<file path="config.mk">
export PLATFORM = sky130hd
export DESIGN_NAME = receiver_flat
export DESIGN_NICKNAME = d
export VERILOG_FILES = /design/src/rtl/receiver_if.sv /design/src/rtl/receiver.sv /design/src/flat_wrapper.sv
export SDC_FILE = /design/constraint.sdc
export NUM_CORES = 1
export LEC_CHECK = 0
export ABC_CLOCK_PERIOD_IN_PS = 10000
export CORE_MARGIN = 2
export CORE_UTILIZATION = 45
export DETAILED_ROUTE_END_ITERATION = 10
export DONT_BUFFER_PORTS = 1
export GPL_ROUTABILITY_DRIVEN = 1
export GPL_TIMING_DRIVEN = 0
export PLACE_DENSITY = 0.57
export SYNTH_ARGS = -nofsm -noshare
export SYNTH_HDL_FRONTEND = slang
export SYNTH_SLANG_ARGS = --single-unit
</file>
<file path="constraint.sdc">
create_clock -name gmii_rx_clk -period 10 [get_ports gmii_rx_clk]
set_input_delay 1 -clock gmii_rx_clk [delete_from_list [all_inputs] [get_ports gmii_rx_clk]]
set_output_delay 1 -clock gmii_rx_clk [all_outputs]
set_load 0.02 [all_outputs]
</file>
<file path="src/rtl/receiver_if.sv">
// GMII receive bus and RX frame-slot memory port of the frame receiver.
// The master modport is the receiver; the slave modport is the PHY/memory side.
interface receiver_if;
    logic [7:0]  gmii_rxd;
    logic        gmii_rx_dv;
    logic        gmii_rx_er;
    logic [15:0] slot_rx_eth_data;
    logic [1:0]  slot_rx_eth_byte_en;
    logic [13:0] slot_rx_eth_addr;
    logic        slot_rx_eth_wr_en;
    logic [13:0] mem_rd_ptr;
    logic [13:0] mem_wr_ptr;

    modport master (
        input  gmii_rxd, gmii_rx_dv, gmii_rx_er, mem_rd_ptr,
        output slot_rx_eth_data, slot_rx_eth_byte_en, slot_rx_eth_addr,
        output slot_rx_eth_wr_en, mem_wr_ptr
    );

    modport slave (
        output gmii_rxd, gmii_rx_dv, gmii_rx_er, mem_rd_ptr,
        input  slot_rx_eth_data, slot_rx_eth_byte_en, slot_rx_eth_addr,
        input  slot_rx_eth_wr_en, mem_wr_ptr
    );
endinterface

</file>
<file path="src/rtl/receiver.sv">
// GMII frame receiver: strips preamble/SFD and stores each frame as a slot record
// (7 header words + big-endian data) in a 16-bit ring. Define RX_FCS_CHECK_EN to drop bad-FCS frames.
module receiver (
    input  logic        gmii_rx_clk,
    input  logic        sys_rst_n,
    input  logic [63:0] global_counter,
    receiver_if.master  rx_if,
    output logic [31:0] rx_frame_count,
    output logic [31:0] rx_drop_count
);
    localparam logic [7:0]  SFD       = 8'hD5;
    localparam logic [11:0] MIN_BYTES = 12'd64;
    localparam logic [11:0] MAX_BYTES = 12'd2048;

    typedef enum logic [2:0] {
        RX_IDLE     = 3'd0,
        RX_PREAMBLE = 3'd1,
        RX_DATA     = 3'd2,
        RX_HDR      = 3'd3,
        RX_DROP     = 3'd4
    } rx_state_t;

    rx_state_t   state_r;
    logic        armed_r;
    logic [13:0] base_r;
    logic [63:0] ts_r;
    logic [11:0] byte_cnt_r;
    logic [7:0]  hold_r;
    logic [31:0] fcs_sh_r;
    logic [2:0]  hdr_idx_r;

    logic [15:0] data_r;
    logic [1:0]  be_r;
    logic [13:0] addr_r;
    logic        wr_en_r;
    logic [13:0] wr_ptr_r;
    logic [31:0] frame_cnt_r;
    logic [31:0] drop_cnt_r;

    logic [11:0] cnt_inc_s;
    logic [13:0] rd_lim_s;
    logic [13:0] word_addr_s;
    logic [13:0] commit_ptr_s;
    logic [13:0] hdr_off_s;
    logic        hdr_clash_s;
    logic        pair_full_s;
    logic        fcs_bad_s;
    logic        drop_s;
    logic [15:0] hdr_word_s;

`ifdef RX_FCS_CHECK_EN
    // Reflected CRC register residue; this is the bit-reversed form of C704DD7B.
    localparam logic [31:0] CRC_RESIDUE = 32'hDEBB20E3;
    logic [31:0] crc_r;

    function automatic logic [31:0] crc32_byte(input logic [31:0] crc, input logic [7:0] d);
        logic [31:0] c;
        c = crc;
        for (int i = 0; i < 8; i++) begin
            if (c[0] ^ d[i]) begin
                c = (c >> 1) ^ 32'hEDB88320;
            end else begin
                c = c >> 1;
            end
        end
        return c;
    endfunction

    // FCS is good when the CRC over data plus FCS leaves the fixed residue.
    always_comb begin
        fcs_bad_s = (crc_r != CRC_RESIDUE);
    end
`else
    assign fcs_bad_s = 1'b0;
`endif

    assign rx_if.slot_rx_eth_data    = data_r;
    assign rx_if.slot_rx_eth_byte_en = be_r;
    assign rx_if.slot_rx_eth_addr    = addr_r;
    assign rx_if.slot_rx_eth_wr_en   = wr_en_r;
    assign rx_if.mem_wr_ptr          = wr_ptr_r;
    assign rx_frame_count            = frame_cnt_r;
    assign rx_drop_count             = drop_cnt_r;

    // Address arithmetic; the ring is full when a write would land on mem_rd_ptr-1.
    always_comb begin
        cnt_inc_s    = byte_cnt_r + 12'd1;
        rd_lim_s     = rx_if.mem_rd_ptr - 14'd1;
        word_addr_s  = base_r + 14'd7 + {3'b000, byte_cnt_r[11:1]};
        commit_ptr_s = base_r + 14'd7 + {2'b00, cnt_inc_s[11:1]};
        hdr_off_s    = rd_lim_s - base_r;
        hdr_clash_s  = (hdr_off_s < 14'd7);
        pair_full_s  = byte_cnt_r[0] && (word_addr_s == rd_lim_s);
    end

    // Drop decision for the current RX_DATA cycle (mid-frame or at dv fall).
    always_comb begin
        drop_s = 1'b0;
        if (state_r == RX_DATA) begin
            if (rx_if.gmii_rx_er) begin
                drop_s = 1'b1;
            end else if (rx_if.gmii_rx_dv) begin
                drop_s = (cnt_inc_s > MAX_BYTES) || pair_full_s;
            end else begin
                drop_s = (byte_cnt_r < MIN_BYTES) || fcs_bad_s || hdr_clash_s || pair_full_s;
            end
        end else begin
            drop_s = 1'b0;
        end
    end

    // Header word selected by the header write index.
    always_comb begin
        hdr_word_s = 16'h0000;
        case (hdr_idx_r)
            3'd0:    hdr_word_s = {4'h0, byte_cnt_r} - 16'd4;
            3'd1:    hdr_word_s = ts_r[63:48];
            3'd2:    hdr_word_s = ts_r[47:32];
            3'd3:    hdr_word_s = ts_r[31:16];
            3'd4:    hdr_word_s = ts_r[15:0];
            3'd5:    hdr_word_s = fcs_sh_r[31:16];
            3'd6:    hdr_word_s = fcs_sh_r[15:0];
            default: hdr_word_s = 16'h0000;
        endcase
    end

    // Receive FSM with registered slot write port, pointer and counters.
    always_ff @(posedge gmii_rx_clk or negedge sys_rst_n) begin
        if (!sys_rst_n) begin
            state_r     <= RX_IDLE;
            armed_r     <= 1'b0;
            base_r      <= 14'd0;
            ts_r        <= 64'd0;
            byte_cnt_r  <= 12'd0;
            hold_r      <= 8'd0;
            fcs_sh_r    <= 32'd0;
            hdr_idx_r   <= 3'd0;
            data_r      <= 16'd0;
            be_r        <= 2'b00;
            addr_r      <= 14'd0;
            wr_en_r     <= 1'b0;
            wr_ptr_r    <= 14'd0;
            frame_cnt_r <= 32'd0;
            drop_cnt_r  <= 32'd0;
`ifdef RX_FCS_CHECK_EN
            crc_r       <= 32'hFFFFFFFF;
`endif
        end else begin
            wr_en_r <= 1'b0;
            // A frame in flight at reset release is ignored until the line goes idle.
            if (!rx_if.gmii_rx_dv) begin
                armed_r <= 1'b1;
            end
            case (state_r)
                RX_IDLE: begin
                    if (rx_if.gmii_rx_dv && armed_r) begin
                        state_r <= RX_PREAMBLE;
                    end
                end
                RX_PREAMBLE: begin
                    if (!rx_if.gmii_rx_dv) begin
                        state_r <= RX_IDLE;
                    end else if (rx_if.gmii_rxd == SFD) begin
                        ts_r       <= global_counter;
                        base_r     <= wr_ptr_r;
                        byte_cnt_r <= 12'd0;
`ifdef RX_FCS_CHECK_EN
                        crc_r      <= 32'hFFFFFFFF;
`endif
                        state_r    <= RX_DATA;
                    end
                end
                RX_DATA: begin
                    if (drop_s) begin
                        drop_cnt_r <= drop_cnt_r + 32'd1;
                        state_r    <= RX_DROP;
                    end else if (rx_if.gmii_rx_dv) begin
                        byte_cnt_r <= cnt_inc_s;
                        hold_r     <= rx_if.gmii_rxd;
                        fcs_sh_r   <= {fcs_sh_r[23:0], rx_if.gmii_rxd};
`ifdef RX_FCS_CHECK_EN
                        crc_r      <= crc32_byte(crc_r, rx_if.gmii_rxd);
`endif
                        if (byte_cnt_r[0]) begin
                            wr_en_r <= 1'b1;
                            be_r    <= 2'b11;
                            addr_r  <= word_addr_s;
                            data_r  <= {hold_r, rx_if.gmii_rxd};
                        end
                    end else begin
                        if (byte_cnt_r[0]) begin
                            wr_en_r <= 1'b1;
                            be_r    <= 2'b10;
                            addr_r  <= word_addr_s;
                            data_r  <= {hold_r, 8'h00};
                        end
                        hdr_idx_r <= 3'd0;
                        state_r   <= RX_HDR;
                    end
                end
                RX_HDR: begin
                    wr_en_r <= 1'b1;
                    be_r    <= 2'b11;
                    addr_r  <= base_r + {11'd0, hdr_idx_r};
                    data_r  <= hdr_word_s;
                    if (hdr_idx_r == 3'd6) begin
                        wr_ptr_r    <= commit_ptr_s;
                        frame_cnt_r <= frame_cnt_r + 32'd1;
                        state_r     <= rx_if.gmii_rx_dv ? RX_PREAMBLE : RX_IDLE;
                    end else begin
                        hdr_idx_r <= hdr_idx_r + 3'd1;
                    end
                end
                RX_DROP: begin
                    if (!rx_if.gmii_rx_dv) begin
                        state_r <= RX_IDLE;
                    end
                end
                default: begin
                    state_r <= RX_IDLE;
                end
            endcase
        end
    end
endmodule

</file>
<file path="src/flat_wrapper.sv">
// flat-port wrapper written by rule: the top's interface ports become plain ports
module receiver_flat 
  (gmii_rx_clk, sys_rst_n, global_counter, rx_frame_count, rx_drop_count, rx_if_gmii_rxd, rx_if_gmii_rx_dv, rx_if_gmii_rx_er, rx_if_mem_rd_ptr, rx_if_slot_rx_eth_data, rx_if_slot_rx_eth_byte_en, rx_if_slot_rx_eth_addr, rx_if_slot_rx_eth_wr_en, rx_if_mem_wr_ptr);
  receiver_if rx_if_i ();
  input  logic gmii_rx_clk;
  input  logic sys_rst_n;
  input  logic [63:0] global_counter;
  output logic [31:0] rx_frame_count;
  output logic [31:0] rx_drop_count;
  input wire logic [$bits(rx_if_i.gmii_rxd)-1:0] rx_if_gmii_rxd;
  input wire logic [$bits(rx_if_i.gmii_rx_dv)-1:0] rx_if_gmii_rx_dv;
  input wire logic [$bits(rx_if_i.gmii_rx_er)-1:0] rx_if_gmii_rx_er;
  input wire logic [$bits(rx_if_i.mem_rd_ptr)-1:0] rx_if_mem_rd_ptr;
  output wire logic [$bits(rx_if_i.slot_rx_eth_data)-1:0] rx_if_slot_rx_eth_data;
  output wire logic [$bits(rx_if_i.slot_rx_eth_byte_en)-1:0] rx_if_slot_rx_eth_byte_en;
  output wire logic [$bits(rx_if_i.slot_rx_eth_addr)-1:0] rx_if_slot_rx_eth_addr;
  output wire logic [$bits(rx_if_i.slot_rx_eth_wr_en)-1:0] rx_if_slot_rx_eth_wr_en;
  output wire logic [$bits(rx_if_i.mem_wr_ptr)-1:0] rx_if_mem_wr_ptr;
  assign rx_if_i.gmii_rxd = rx_if_gmii_rxd;
  assign rx_if_i.gmii_rx_dv = rx_if_gmii_rx_dv;
  assign rx_if_i.gmii_rx_er = rx_if_gmii_rx_er;
  assign rx_if_i.mem_rd_ptr = rx_if_mem_rd_ptr;
  assign rx_if_slot_rx_eth_data = rx_if_i.slot_rx_eth_data;
  assign rx_if_slot_rx_eth_byte_en = rx_if_i.slot_rx_eth_byte_en;
  assign rx_if_slot_rx_eth_addr = rx_if_i.slot_rx_eth_addr;
  assign rx_if_slot_rx_eth_wr_en = rx_if_i.slot_rx_eth_wr_en;
  assign rx_if_mem_wr_ptr = rx_if_i.mem_wr_ptr;
  receiver u_core (.gmii_rx_clk(gmii_rx_clk), .sys_rst_n(sys_rst_n), .global_counter(global_counter), .rx_if(rx_if_i), .rx_frame_count(rx_frame_count), .rx_drop_count(rx_drop_count));
endmodule
</file>
==> impl_metrics.csv <==
group,metric,value,unit
status,outcome,"complete, no violations",
clocking,cts_buffers,28,
finish,layout-drive-gt1-share,0.158,
worst_setup_path,cp.arrival,6.47,ns
detailed_routing,drtAntennaViolNets,0,
global_routing,grt_antenna_before_repair,4,
logic_synthesis,ys_seq_area_frac,0.431,
worst_setup_path,critPathTopFamily,"compound AO/OA/AOI/OAI gates",
clocking,numClockSinks,240,
logic_synthesis,synth_area_per_cell,10.3,um^2
clocking,cts_tree,"built",
worst_setup_path,r2r_slack,3.96,ns
logic_synthesis,synthArstFlopShare,1.00,
worst_setup_path,critical-path-max-stage-delay,0.61,ns
worst_setup_path,start_kind,"register",
timing,holdWs,0.167,ns
worst_setup_path,crit_path_end_kind,"register",
timing,period_minus_slack,6.04,ns
global_routing,grt_use_met2,0.388,
timing,slew_headroom,0.256,
clocking,clk_pin_slew,0.05,ns
clocking,cts.repair.resized,0,
timing,worstMarginPinSlew,1.10,ns
clocking,htreeDepth,1,
detailed_routing,drt_first_iter_violations,677,
timing,finalCritPeriodShare,0.604,
finish,nNetsFinal,1525,
floorplanning,die_y,180,um
finish,fill_cells,2844,
logic_synthesis,synth_edf_count,0,
placement,port_buffers,0,
detailed_routing,wl_per_cell,21.8,um
global_routing,use_met3,0.0600,
worst_setup_path,crit_type,"reg -> reg",
finish,fin_cells,1801,
power_and_ir_drop,powerDensity,210,nW/um^2
logic_synthesis,synth_flop_cell,"dfrtp_1",
timing,fin_worst_skew,0.0350,ns
worst_setup_path,critPathRequiredTime,10.42,ns
timing,fin_tns_setup,0,ns
finish,syn_to_final_growth,11.7,%
placement,post-place-ws,3.95,ns
worst_setup_path,crit_buf_inv,2,
timing,slew_viol_final,0,
global_routing,grt_usage,0.238,
floorplanning,dieArea,32400,um^2
logic_synthesis,ys_ff_latch,240,
clocking,cts_setup_buffers,0,
timing,hold_viol,0,
global_routing,grt_pass1_wl,61500,um
global_routing,gr-total-overflow,0,
worst_hold_path,hold_class,"in -> async",
detailed_routing,viasPerCell,5.81,
logic_synthesis,synthesis.area,13900,um^2
power_and_ir_drop,leakage,7.12,nW
placement,dp_hpwl,29500,um
detailed_routing,wl,39200,um
logic_synthesis,synth_cell_type_count,79,
floorplanning,die_x,180,um
clocking,hold_buffers,0,
power_and_ir_drop,power,0.00327,W
timing,setup_slack,3.96,ns
detailed_routing,drc,0,
power_and_ir_drop,ir_drop,0.187,mV
run,drv_cap,0,
floorplanning,coreArea,30600,um^2
detailed_routing,vias,10458,
clocking,cts_root_buffer,"clkbuf_16",
detailed_routing,firstDrtPassIters,5,
global_routing,grt_max_degree,241,
timing,setup_viol,0,
worst_setup_path,crit_slowest_cell,"a2111oi_1",
global_routing,grt_pass1_vias,10306,
logic_synthesis,syn-num-nets,1495,
worst_setup_path,path_cells,"inv_1 > ha_1 > nor2b_1 > or3_1 > or3_1 > xnor2_1 > ha_1 > a21o_1 > a2111oi_1 > nor4_2 > xnor2_1 > o221ai_1 > nor4_4 > o21ai_1 > clkbuf_1 > o211ai_1 > a22o_1",
logic_synthesis,synth_warnings,0,
clocking,insertion_delay,0.57,ns
global_routing,top_usage_layer,"met2",
placement,gp_congestion,0.918,
clocking,cts_buffer_depth,3,
global_routing,use_met1,0.323,
worst_setup_path,worst-path-max-fanout,10,
finish,layout_commonest_cell,"dfrtp_1",
floorplanning,ios,201,
timing,rsz0062_at_grt,"false",
floorplanning,fp-row-count,64,
floorplanning,initial_core_util,0.456,
placement,dp_cells,1747,
finish,layout_common_cells,"240 x dfrtp_1, 135 x mux2_2, 123 x nand2_1, 89 x xnor2_1, 72 x nor2_1",
logic_synthesis,synthCells,1351,
timing,timing.fmax,165,MHz
sequential cells by signal (all words and copies together) (netlist names), 2 cells and up:
| register | count |
|---|---|
| u_core.rx_frame_count | 32 |
| u_core.byte_cnt_r | 12 |
| u_core.state_r | 3 |
| u_core.rx_if.slot_rx_eth_data | 16 |
| u_core.hdr_idx_r | 3 |
| u_core.rx_drop_count | 32 |
| u_core.base_r | 14 |
| u_core.rx_if.mem_wr_ptr | 14 |
| u_core.ts_r | 64 |
| u_core.fcs_sh_r | 32 |
| u_core.rx_if.slot_rx_eth_byte_en | 2 |
| u_core.rx_if.slot_rx_eth_addr | 14 |
power by group:
part	switching [W]	total, W	internal [W]
clock network	0.000426	0.00123	0.000800
logic	0.000397	0.000702	0.000305
registers	0.000238	0.00135	0.00111
synth_stat cells, types with 16 or more instances:
cell      number  area [um^2]
dfrtp_1      240         6010
mux2_2       135         1520
nand2_1      123          462
xnor2_1       89          780
nor2_1        72          270
inv_1         58          218
xor2_1        56          490
o21ai_0       55          275
ha_1          50          626
clkbuf_1      48          180
nand3_1       48          240
a21oi_1       44          220
nor3_1        38          190
a222oi_1      20          200
nand4_1       20          125
mux2i_1       16          160
final timing paths:
| check | startpoint | end | cells past startpoint |
|---|---|---|---|
| min | sys_rst_n | u_core.rx_if.slot_rx_eth_addr[7]$_DFFE_PN0P_ | 0 |
| max reg2reg | u_core.base_r[1]$_DFFE_PN0P_ | u_core.byte_cnt_r[5]$_DFFE_PN0P_ | 17 |
| min in group gmii_rx_clk | u_core.armed_r$_DFFE_PN0N_ | u_core.armed_r$_DFFE_PN0N_ | 1 |
| min reg2reg | u_core.armed_r$_DFFE_PN0N_ | u_core.armed_r$_DFFE_PN0N_ | 1 |
| max in group asynchronous | sys_rst_n | u_core.rx_if.slot_rx_eth_addr[5]$_DFFE_PN0P_ | 0 |
| max | u_core.base_r[1]$_DFFE_PN0P_ | u_core.byte_cnt_r[5]$_DFFE_PN0P_ | 17 |
routing by layer:
layer	share of wire	routed length, um	vias up
met5	0.00097	38	-
li1	-	-	4926
met3	0.076	2970	60
met4	0.022	867	6
met1	0.44	17100	5154
met2	0.46	18200	312
cell families (layout without fill, tap and decap cells):
logic type	Yosys count	after routing	share of synthesized area
buf+inv	122	174	0.0343
xor+xnor	150	150	0.0990
fa+ha+maj	54	54	0.0506
mux	156	156	0.126
other cells	0	2	0
simple gates	394	394	0.141
compound gates	235	235	0.119
flops	240	240	0.431
layout make-up:
| type | instances | area, um^2 | area share |
|---|---|---|---|
| multi-input combinational | 989 | 7460 | 0.479 |
| sequential | 240 | 6010 | 0.386 |
| clock buffer | 39 | 812 | 0.0521 |
| tap | 396 | 495 | 0.0318 |
| clock inverter | 13 | 318 | 0.0204 |
| buffer | 62 | 253 | 0.0162 |
| inverter | 60 | 225 | 0.0145 |
| antenna | 2 | 5.00 | 0.000321 |
worst reg2reg max path: cells and delay by family, from the launching register on:
family,cells,cell delay [ns]
AO/OA/AOI/OAI,6,2.34
flip-flops,1,0.56
adder cells (fa/ha/maj),2,0.61
buffers and inverters,2,0.75
AND/OR/NAND/NOR,5,1.24
XOR/XNOR,2,0.43
metrics by stage:
| stage | util | instance area [um^2] |
|---|---|---|
| global route | 0.509 | 15600 |
| finish | 0.509 | 15600 |
| detailed placement | 0.472 | 14400 |
| floorplan | - | 13900 |
| global placement | 0.472 | 14400 |
| CTS | 0.509 | 15600 |
Power figures use the tool's default switching activity.
